`config.mk`:
```
export PLATFORM = sky130hd
export DESIGN_NAME = signed_resize_pipe
export DESIGN_NICKNAME = d
export VERILOG_FILES = /design/src/rtl/signed_resize_pipe.sv
export SDC_FILE = /design/constraint.sdc
export NUM_CORES = 1
export LEC_CHECK = 0
export ABC_AREA = 1
export CORE_AREA = 2 2 76 93
export DETAILED_ROUTE_END_ITERATION = 10
export DIE_AREA = 0 0 78 95
export DONT_BUFFER_PORTS = 1
export PLACE_DENSITY = 0.69
export SETUP_SLACK_MARGIN = 0.2
export SLEW_MARGIN = 20
export SYNTH_ARGS = -nofsm -noshare
export SYNTH_HDL_FRONTEND = slang
export SYNTH_SLANG_ARGS = --single-unit
```
`constraint.sdc`:
```
create_clock -name clk -period 1.5 [get_ports clk]
set_clock_uncertainty 0.2 [all_clocks]
set_input_delay 0.375 -clock clk [delete_from_list [all_inputs] [get_ports clk]]
set_output_delay 0.375 -clock clk [all_outputs]
set_load 0.02 [all_outputs]
```
`src/rtl/signed_resize_pipe.sv`:
```
// Multi-channel two's-complement width converter: sign-extend, MSB-align, round, saturate.
// Latency 2 cycles (S1 align/round, S2 saturate); 1 beat/cycle. Backpressure: stages stall from out_ready back to in_ready.
module signed_resize_pipe #(
    parameter int in_width  = 12,
    parameter int out_width = 16,
    parameter int channels  = 2,
    parameter int cnt_width = 16
) (
    input  logic                          clk,
    input  logic                          rst_n,
    input  logic                          in_valid,
    output logic                          in_ready,
    input  logic [channels*in_width-1:0]  in_data,
    input  logic                          mode,
    output logic                          out_valid,
    input  logic                          out_ready,
    output logic [channels*out_width-1:0] out_data,
    output logic [channels-1:0]           clip_flag,
    output logic [cnt_width-1:0]          clip_count,
    input  logic                          clear
);
    localparam int mw = (in_width > out_width) ? in_width : out_width;
    localparam int iw = mw + 1;
    localparam int d  = (out_width > in_width) ? out_width - in_width : in_width - out_width;

    logic                          s1_valid;
    logic                          s2_valid;
    logic                          s1_adv;
    logic                          s2_adv;
    logic [channels*iw-1:0]        s1_dat;
    logic [channels*iw-1:0]        s1_nxt;
    logic [channels*out_width-1:0] s2_dat;
    logic [channels*out_width-1:0] s2_nxt;
    logic [channels-1:0]           s2_clip;
    logic [channels-1:0]           clip_nxt;
    logic                          clip_hit;

    assign s2_adv   = !s2_valid || out_ready;
    assign s1_adv   = !s1_valid || s2_adv;
    assign in_ready = s1_adv;

    for (genvar k = 0; k < channels; k++) begin : g_ch
        logic signed [in_width-1:0] x;
        logic signed [iw-1:0]       xe;
        logic signed [iw-1:0]       aligned;
        logic signed [iw-1:0]       v;
        logic                       ovf;

        assign x  = in_data[k*in_width +: in_width];
        assign xe = {{(iw-in_width){x[in_width-1]}}, x};

        if (out_width > in_width) begin : g_up
            assign aligned = xe <<< d;
        end else if (out_width < in_width) begin : g_down
            // One guard bit above in_width keeps the rounding add from wrapping.
            localparam logic signed [iw-1:0] half = iw'(1) <<< (d - 1);
            assign aligned = (xe + half) >>> d;
        end else begin : g_same
            assign aligned = xe;
        end

        assign s1_nxt[k*iw +: iw] = mode ? aligned : xe;

        // Fits in out_width iff every bit from the output MSB upward matches the sign.
        assign v   = s1_dat[k*iw +: iw];
        assign ovf = (v[iw-1:out_width-1] != {(iw-out_width+1){v[iw-1]}});
        assign clip_nxt[k] = ovf;
        assign s2_nxt[k*out_width +: out_width] =
            ovf ? {v[iw-1], {(out_width-1){~v[iw-1]}}} : v[out_width-1:0];
    end

    always_ff @(posedge clk or negedge rst_n) begin
        if (!rst_n) begin
            s1_valid <= 1'b0;
            s1_dat   <= '0;
        end else if (s1_adv) begin
            s1_valid <= in_valid;
            if (in_valid) s1_dat <= s1_nxt;
        end
    end

    always_ff @(posedge clk or negedge rst_n) begin
        if (!rst_n) begin
            s2_valid <= 1'b0;
            s2_dat   <= '0;
            s2_clip  <= '0;
        end else if (s2_adv) begin
            s2_valid <= s1_valid;
            if (s1_valid) begin
                s2_dat  <= s2_nxt;
                s2_clip <= clip_nxt;
            end
        end
    end

    assign out_valid = s2_valid;
    assign out_data  = s2_dat;
    assign clip_hit  = s2_valid && out_ready && (|s2_clip);

    // A clear in the same cycle as a clipping transfer drops that event.
    always_ff @(posedge clk or negedge rst_n) begin
        if (!rst_n) begin
            clip_flag  <= '0;
            clip_count <= '0;
        end else if (clear) begin
            clip_flag  <= '0;
            clip_count <= '0;
        end else if (clip_hit) begin
            clip_flag <= clip_flag | s2_clip;
            if (clip_count != {cnt_width{1'b1}}) clip_count <= clip_count + cnt_width'(1);
        end
    end
endmodule

```
==> flow_results.org, run 1 <==
** Timing
- Worst slew margin relative to its limit :: 0.610
- Final hold analysis gives a worst-case slack of -489 ps.
- Worst Max-Slew Pin Slew :: 584 ps
- The final number of max-transition violations is 0.
- Setup repair after global routing could not meet its margin everywhere.
- For the final routed database, the setup TNS stands at -2690 ps.
- In the finished design, the share of the clock period the worst path needs comes to 1.11.
- Setup violations remaining at the end of the flow were counted as 33.
- Hold Vio Cnt, Final :: 109
- Fmax :: 0.603 GHz
- In the post-route analysis, the smallest setup slack over all paths is -159 ps.
- The worst path in the final design needs a cycle of 1660 ps, including I/O delays and setup.

** Layout
- The area growth from synthesis to layout is 33.3%.
- At the end of the flow the core is filled with cells to 0.705.
- Layout Nets :: 471
- The repair_antennas step left the layout with diodes totalling 0.
- Fraction of layout cells with a size suffix above 1 :: 0.411
- Non-filler instance count after layout :: 532

** Global route
- In the global route stage, met1 resource usage came out at 0.305.
- Met3 Usage GRT :: 0.0545
- The number of antenna violations at the first check in global routing was 0.
- Via count of the first global-routing pass :: 2806
- Global-route met2 utilization :: 0.392
- Grt ovf :: 0
- Entering global routing, the biggest net connects 84 pins.
- After global routing, the most crowded layer is met2.
- The first global-routing pass estimated 13.7 mm of wire.
- In the global route stage, overall resource usage came out at 0.241.

** Synth
- The synthesized design spends more area on one cell type than any other, namely sky130_fd_sc_hd__dfrtp_1.
- In this run, synthesis produced a sequential element count of 83.
- The commonest cells after synthesis are sky130_fd_sc_hd__nand2_1, sky130_fd_sc_hd__dfrtp_1, sky130_fd_sc_hd__nand3_1.
- Synth unique cells :: 13
- The Yosys step of the flow raised 0 warnings.
- Post-Synthesis Cell Area :: 3490 um2
- The cell count after synthesis came out at 421.
- Dominant synthesized flop cell :: sky130_fd_sc_hd__dfrtp_1
- Number of nets produced by synthesis :: 451
- Yosys instantiated no cell more often than sky130_fd_sc_hd__nand2_1.
- Synth area leaders :: sky130_fd_sc_hd__dfrtp_1, sky130_fd_sc_hd__nand2_1, sky130_fd_sc_hd__nand3_1, sky130_fd_sc_hd__inv_1, sky130_fd_sc_hd__nor2_1
- For this run, asynchronously set or reset flops after synthesis account for 1.00.
- Post-synthesis average cell area :: 8.30 um2
- For this run, the register share of the synthesized area comes to 0.594.
- The share of synthesized area in the top cell type comes to 0.594.
- The synthesized design contains 0 enable-type register cells.

** Setup path
- The number of cells on the worst reg-to-reg path is 8.
- STA puts the critical path data arrival time at 1080 ps.
- Register-to-Register Setup Slack :: -130 ps
- Data required, critical path :: 920 ps
- The setup path with the least slack is of type reg -> out.
- End of the worst register-to-register path :: s1_dat[28]$_DFFE_PN0P_
- The worst register-to-register path begins at s1_valid$_DFFE_PN0P_.
- Of all nets on the critical path, the largest fanout is 7.
- The worst setup path is launched from a register.
- Source of the critical timing path :: s1_valid$_DFFE_PN0P_
- STA classifies the critical path endpoint as an output pin.

** Place
- After detailed placement, the design holds a cell count of 492.
- DPL Wire Length :: 4.91 mm
- During placement, the flow inserted port buffers numbering 0.
- At the end of routability-driven placement, the weighted congestion stood at 0.813.

** Min path
- Hold WC Path Type :: in -> async

** Route
- The first detailed-routing pass ran for 4 iterations.
- DR WL/cell :: 17.6 um
- After detailed routing, the number of vias per cell comes to 5.47.
- The count of nets left with antenna violations once routing finished came out at 0.
- Number of remaining DRC errors :: 0
- After the first detailed-routing iteration, the DRC count stood at 178.
- Summed over all layers, the routed wires come to 9.34 mm.
- Vias after detailed routing :: 2912

** Clock tree
- Clock tree from TritonCTS :: done
- Number of buffers inserted by hold repair at cts :: 3
- Clock latency reported for the late side of the worst-skew pair :: 350 ps
- Clock-pin slew was measured on the worst setup and hold paths at 80 ps.
- Number of clock buffers inserted by TritonCTS :: 9
- The H-tree was split into 3 levels.
- Counting along the longest clock path gives a buffer depth of 2.
- Clock tree synthesis selected as its root buffer the cell sky130_fd_sc_hd__clkbuf_8.
- The clock net in this run drives a total of 83 sinks.

** Die
- Number of standard-cell rows in the floorplan :: 33
- The die covers 7410 um2.
- For this configuration, the core starts out at a cell density of 0.529.
- The die is 95 um tall.
- Pin placement for this block handled 82 I/O pins.
- Die extent in x :: 78 um
- Placeable core region :: 6610 um2

** Outcome
- The flow ran to the end, but the final reports show violations.
- Violations in the final reports :: hold timing, setup timing

** Pwr
- Static leakage power :: 2.38 nW
- Power spread over the standard cell area amounts to 1380 nW/um2.
- Worst ir drop on vdd :: 662 uV

** Run
- The tool flagged a number of max-cap violations equal to 0.
[cells by family (layout without fill, tap and decap cells)]
| logic type | after synthesis | count (layout) | share of synthesized area |
|---|---|---|---|
| flops | 83 | 83 | 0.594 |
| simple gates | 283 | 287 | 0.334 |
| other cells | 1 | 1 | 0.00107 |
| buf+inv | 54 | 74 | 0.0702 |
[critical path, cell delays in order (launching register included)]
cell and delay, ps:
sky130_fd_sc_hd__dfrtp_1 450, sky130_fd_sc_hd__nand3_4 120, sky130_fd_sc_hd__buf_12 160
[report_power, final]
part | switching, W | internal (W) | total (W)
Combinational | 0.000680 | 0.000651 | 0.00133
Clock | 0.000790 | 0.000968 | 0.00176
Sequential | 0.000673 | 0.00266 | 0.00333
[cells in the final DEF (no fill, tap or decap)]
cell type and n:
sky130_fd_sc_hd__buf_6 5, sky130_fd_sc_hd__dfrtp_1 33, sky130_fd_sc_hd__conb_1 1, sky130_fd_sc_hd__buf_8 3, sky130_fd_sc_hd__nand3_4 1, sky130_fd_sc_hd__inv_1 26, sky130_fd_sc_hd__nand3_2 9, sky130_fd_sc_hd__dfrtp_2 50
sky130_fd_sc_hd__buf_4 8, sky130_fd_sc_hd__nor2_1 25, sky130_fd_sc_hd__bufinv_16 2, sky130_fd_sc_hd__nand3_1 55, sky130_fd_sc_hd__nand2_8 6, sky130_fd_sc_hd__clkinvlp_4 1, sky130_fd_sc_hd__dlygate4sd3_1 2, sky130_fd_sc_hd__buf_12 6
sky130_fd_sc_hd__buf_16 3, sky130_fd_sc_hd__nand2_2 52, sky130_fd_sc_hd__dlymetal6s4s_1 1, sky130_fd_sc_hd__clkbuf_8 10, sky130_fd_sc_hd__clkbuf_16 4, sky130_fd_sc_hd__nand2_4 20, sky130_fd_sc_hd__inv_2 1, sky130_fd_sc_hd__clkinv_2 2
sky130_fd_sc_hd__nand2_1 119
[metal layers]
metal	vias to the layer above	part of all wire
met3	25	0.087
met2	137	0.51
met5	-	0
met4	0	0.031
li1	1340	-
met1	1410	0.37
[cell type report]
class                   instances  area [um2]
clock buffers                  10         138
clock inverters                 5        77.6
fillers                       467        1950
inverters                      27         101
multi-input cells             288        1600
flip-flops and latches         83        2140
well taps                      87         109
repair buffers                 32         497
[per-stage QoR]
step | setup slack, ps | instance area (um2) | power [W]
floorplan | 174 | 3510 | 0.00372
global placement | 146 | 3540 | 0.00386
detailed placement | 125 | 3540 | 0.00390
CTS | -121 | 4090 | 0.00592
global route | -161 | 4660 | 0.00672
finish | -159 | 4660 | 0.00642
[how the worst max path moves through the flow]
stage | endpoint | slack (ps)
final | in_ready | -160
after global routing | in_ready | -160
after CTS | in_ready | -120
after detailed placement | out_data[23]$_DFFE_PN0P_ | 120
after global placement | out_data[24]$_DFFE_PN0P_ | 150
after floorplan | in_ready | 170
[state kept, by name, indices dropped and copies added (netlist names)]
| register | count |
|---|---|
| s1_valid | 1 |
| clip_flag | 1 |
| s1_dat | 32 |
| out_valid | 1 |
| clip_count | 16 |
| out_data | 32 |
[what timing repair did]
item / in CTS / in global routing
endpoints found under the setup margin: 85 / 134
hold endpoints to repair: 132 / 105
pin swaps: 3 / 18
gates cloned: 4 / 8
setup buffers: 3 / 7
gates resized for setup: 81 / 101
Note: power is estimated with default switching activity, not from simulation.
==> run 2: changes to the inputs <==
Settings changed: CORE_AREA 2 2 76 93 to 2 2 106 67, DIE_AREA 0 0 78 95 to 0 0 108 69.
==> flow_results.org, run 2 (same netlist as run 1, synthesis figures left out) <==
** Outcome
- Status :: complete, but fails checks (unchanged)
- Violations in the final reports: hold timing, setup timing (unchanged).

** Pwr
- Switching power total :: 0.00217 W (was 0.00214 W)
- Internal power :: 0.00458 W (was 0.00427 W)
- Part of the power in registers :: 0.492 (was 0.519)
- Fraction of power spent switching nets :: 0.321 (was 0.334)
- Logic gate share of total power :: 0.195 (was 0.207)
- Power density over the cells :: 1480 nW/um2 (was 1380 nW/um2)
- The fraction of power consumed by the clock network is 0.313 (was 0.274).
- The cell leakage power is 2.33 nW (was 2.38 nW).
- Worst ir drop on vdd :: 838 uV (was 662 uV)
- Total power of the final layout :: 0.00674 W (was 0.00642 W)

** Setup path
- Critical Path Source Type :: register (unchanged)
- The register-to-register setup slack was 60 ps (was -130 ps).
- Maximum fanout along the worst path :: 5 (was 7)
- The sum of buffers and inverters on the critical path is 0 (was 1).
- The cell with the biggest individual delay on the critical path is sky130_fd_sc_hd__dfrtp_2 (was sky130_fd_sc_hd__dfrtp_1).
- The launch point of the worst reg-to-reg path was out_valid$_DFFE_PN0P_ (was s1_valid$_DFFE_PN0P_).
- The critical register-to-register path endpoint was s1_dat[9]$_DFFE_PN0P_ (was s1_dat[28]$_DFFE_PN0P_).
- Critical path capture point type :: output pin (unchanged)
- Chain of cells forming the critical path: nand3_4 (was nand3_4 -> buf_12).
- The worst-case reg-to-reg path depth came to 4 (was 8).
- The dominant delay contributor by cell family on the critical path is flip-flops (unchanged).
- Data required, critical path :: 920 ps (about the same)
- The largest incremental delay on the critical path is 450 ps (about the same).
- Setup CP Type :: reg -> out (unchanged)
- The number of logic stages on the critical path including buffering is 1 (was 2).
- The critical path data arrival time came to 990 ps (was 1080 ps).

** Die
- The initial core utilization was 0.540 (was 0.529).
- The floorplan die height was 69 um (was 95 um).
- The x dimension of the die came to 108 um (was 78 um).
- Placeable core region :: 6470 um2 (was 6610 um2)
- The count of standard-cell rows is 23 (was 33).
- Die Outline Area :: 7450 um2 (was 7410 um2)
- The number of top-level pins is 82 (unchanged).

** Layout
- The count of placed standard cells in the final layout, fillers left out was 525 (was 532).
- The final cell utilization of the core was 0.701 (was 0.705).
- Fraction of layout cells with a size suffix above 1 :: 0.352 (was 0.411)
- Area growth from synthesis to final layout :: 30.0% (was 33.3%)
- Number of diodes :: 0 (unchanged)
- The layout net count is 463 (was 471).
- Commonest non-fill, non-tap cells in the layout :: sky130_fd_sc_hd__nand2_1, sky130_fd_sc_hd__nand3_1, sky130_fd_sc_hd__dfrtp_2, sky130_fd_sc_hd__dfrtp_1, sky130_fd_sc_hd__nand2_2 (was sky130_fd_sc_hd__nand2_1, sky130_fd_sc_hd__nand3_1, sky130_fd_sc_hd__nand2_2, sky130_fd_sc_hd__dfrtp_2, sky130_fd_sc_hd__dfrtp_1)
- Most common library cell in the layout ignoring fill and taps :: sky130_fd_sc_hd__nand2_1 (unchanged)

** Global route
- The number of global-route vias before repair came to 2838 (was 2806).
- The number of antenna violations at the first check in global routing came to 0 (unchanged).
- The total global routing overflow is 0 (unchanged).
- The global-route wire length before repair came to 14.5 mm (was 13.7 mm).
- Overall global routing resource usage :: 0.255 (was 0.241)
- Maximum number of pins on one net before global-route repair :: 84 (unchanged)

** Run
- The number of max-capacitance violations reported came to 0 (unchanged).

** Route
- Highest metal layer used by the detailed router :: met4 (unchanged)
- Number of design-rule violations left by the first detailed-router iteration :: 235 (was 178)
- The met3 routed wirelength was 759 um (was 816 um).
- DR WL met2 :: 4.33 mm (was 4.73 mm)
- Number of nets still failing antenna checks after routing :: 0 (unchanged)
- The detailed-route vias per instance was 5.41 (was 5.47).
- The residual DRC count came to 0 (unchanged).
- The detail-routed net length per standard cell came to 17.8 um (was 17.6 um).
- The met1 wire length came to 4.01 mm (was 3.50 mm).
- Vias after detailed routing :: 2838 (was 2912)
- The total wirelength of the detailed-routed design came to 9.32 mm (was 9.34 mm).
- The number of iterations in the first detailed-routing pass is 5 (was 4).

** Timing
- The headroom to the max-slew limit came to 0.607 (was 0.610).
- Total setup violations reported at the end of the flow :: 2 (was 33)
- The upper clock frequency limit came to 0.639 GHz (was 0.603 GHz).
- The setup slack after layout is -64.7 ps (was -159 ps).
- The slew at the pin with the worst max-slew slack was 590 ps (was 584 ps).
- Hold Vio Cnt, Final :: 113 (was 109)
- Min Tclk post-route :: 1560 ps (was 1660 ps)
- The worst hold slack after final layout came to -495 ps (was -489 ps).
- The portion of the clock cycle consumed by the worst path in the final layout is 1.04 (was 1.11).
- The final number of max-transition violations was 0 (unchanged).
- RSZ-0062 raised after global routing: yes (unchanged).

** Clock tree
- Clock tree from TritonCTS :: done (unchanged)
- The latest clock arrival within the worst-skew pair is 360 ps (was 350 ps).
- Number of clock buffers inserted by TritonCTS :: 9 (unchanged)
- The root buffer cell was sky130_fd_sc_hd__clkbuf_8 (unchanged).
- The buffer levels on the longest clock path came to 2 (unchanged).
- Clock-pin transition on the worst setup and hold timing paths :: 80 ps (about the same)
- Number of buffers inserted by hold repair at cts :: 3 (unchanged)
- The depth of the CTS H-tree was 3 (unchanged).
- CTS sink cnt :: 83 (unchanged)

** Place
- The placer's final routability congestion estimate was 0.837 (was 0.813).
- PortBufs :: 0 (unchanged)
- Post-Place Cells :: 491 (was 492)
- DPL Wire Length :: 4.95 mm (was 4.91 mm)

** Min path
- The kind of path behind the tightest hold check is in -> async (unchanged).
-- run 2: changes by cell type in the layout (fill, tap and decap cells not counted), sizes merged --
| cell | previous run | this run |
|---|---|---|
| buf | 25 | 22 |
| nand3 | 65 | 66 |
| clkinvlp | 1 | 0 |
| nand2 | 197 | 193 |
| bufinv | 2 | 4 |
| clkbuf | 14 | 12 |
-- run 2: area by class of cell --
type	instances	area [um2]
clock buffer	10	128
fill	486	1930
inverter	27	101
timing repair buffer	27	445
clock inverter	6	138
tap	87	109
sequential	83	2140
multi-input combinational	285	1480
-- run 2: per-layer routing --
metal / vias to the layer above / GRT usage
met3: 23 / 0.0842
met1: 1380 / 0.357
met2: 116 / 0.371
met4: 0 / 0.0954
li1: 1319 / -
met5: - / 0
-- run 2: power by group through the flow --
stage | Sequential (W) | Clock (W) | Combinational [W]
finish | 0.00332 | 0.00211 | 0.00131
floorplan | 0.00313 | 0 | 0.000584
detailed placement | 0.00320 | 0 | 0.000683
global placement | 0.00320 | 0 | 0.000654
global route | 0.00337 | 0.00222 | 0.00144
CTS | 0.00324 | 0.00212 | 0.00102
-- run 2: repair_timing --
action	4_1_cts	5_1_grt
pin swaps	9	9
resized for setup	95	64
endpoints found under the setup margin	104	134
setup buffers	5	2
gates cloned	6	2
endpoints found under the hold margin	132	114
-- run 2: how the worst max path moves through the flow --
| stage | endpoint | from |
|---|---|---|
| floorplan | in_ready | out_valid$_DFFE_PN0P_ |
| global placement | s1_dat[9]$_DFFE_PN0P_ | out_ready |
| detailed placement | s1_dat[13]$_DFFE_PN0P_ | out_ready |
| CTS | in_ready | out_valid$_DFFE_PN0P_ |
| global route | in_ready | s1_valid$_DFFE_PN0P_ |
| finish | in_ready | s1_valid$_DFFE_PN0P_ |
-- run 2: per-stage QoR --
stage	setup TNS, ps	area [um2]	worst slack, ps
floorplan	0	3510	174
global placement	0	3540	117
detailed placement	0	3540	70.6
CTS	-108	4250	-54.9
global route	-188	4540	-75.4
finish	-94.5	4540	-64.7
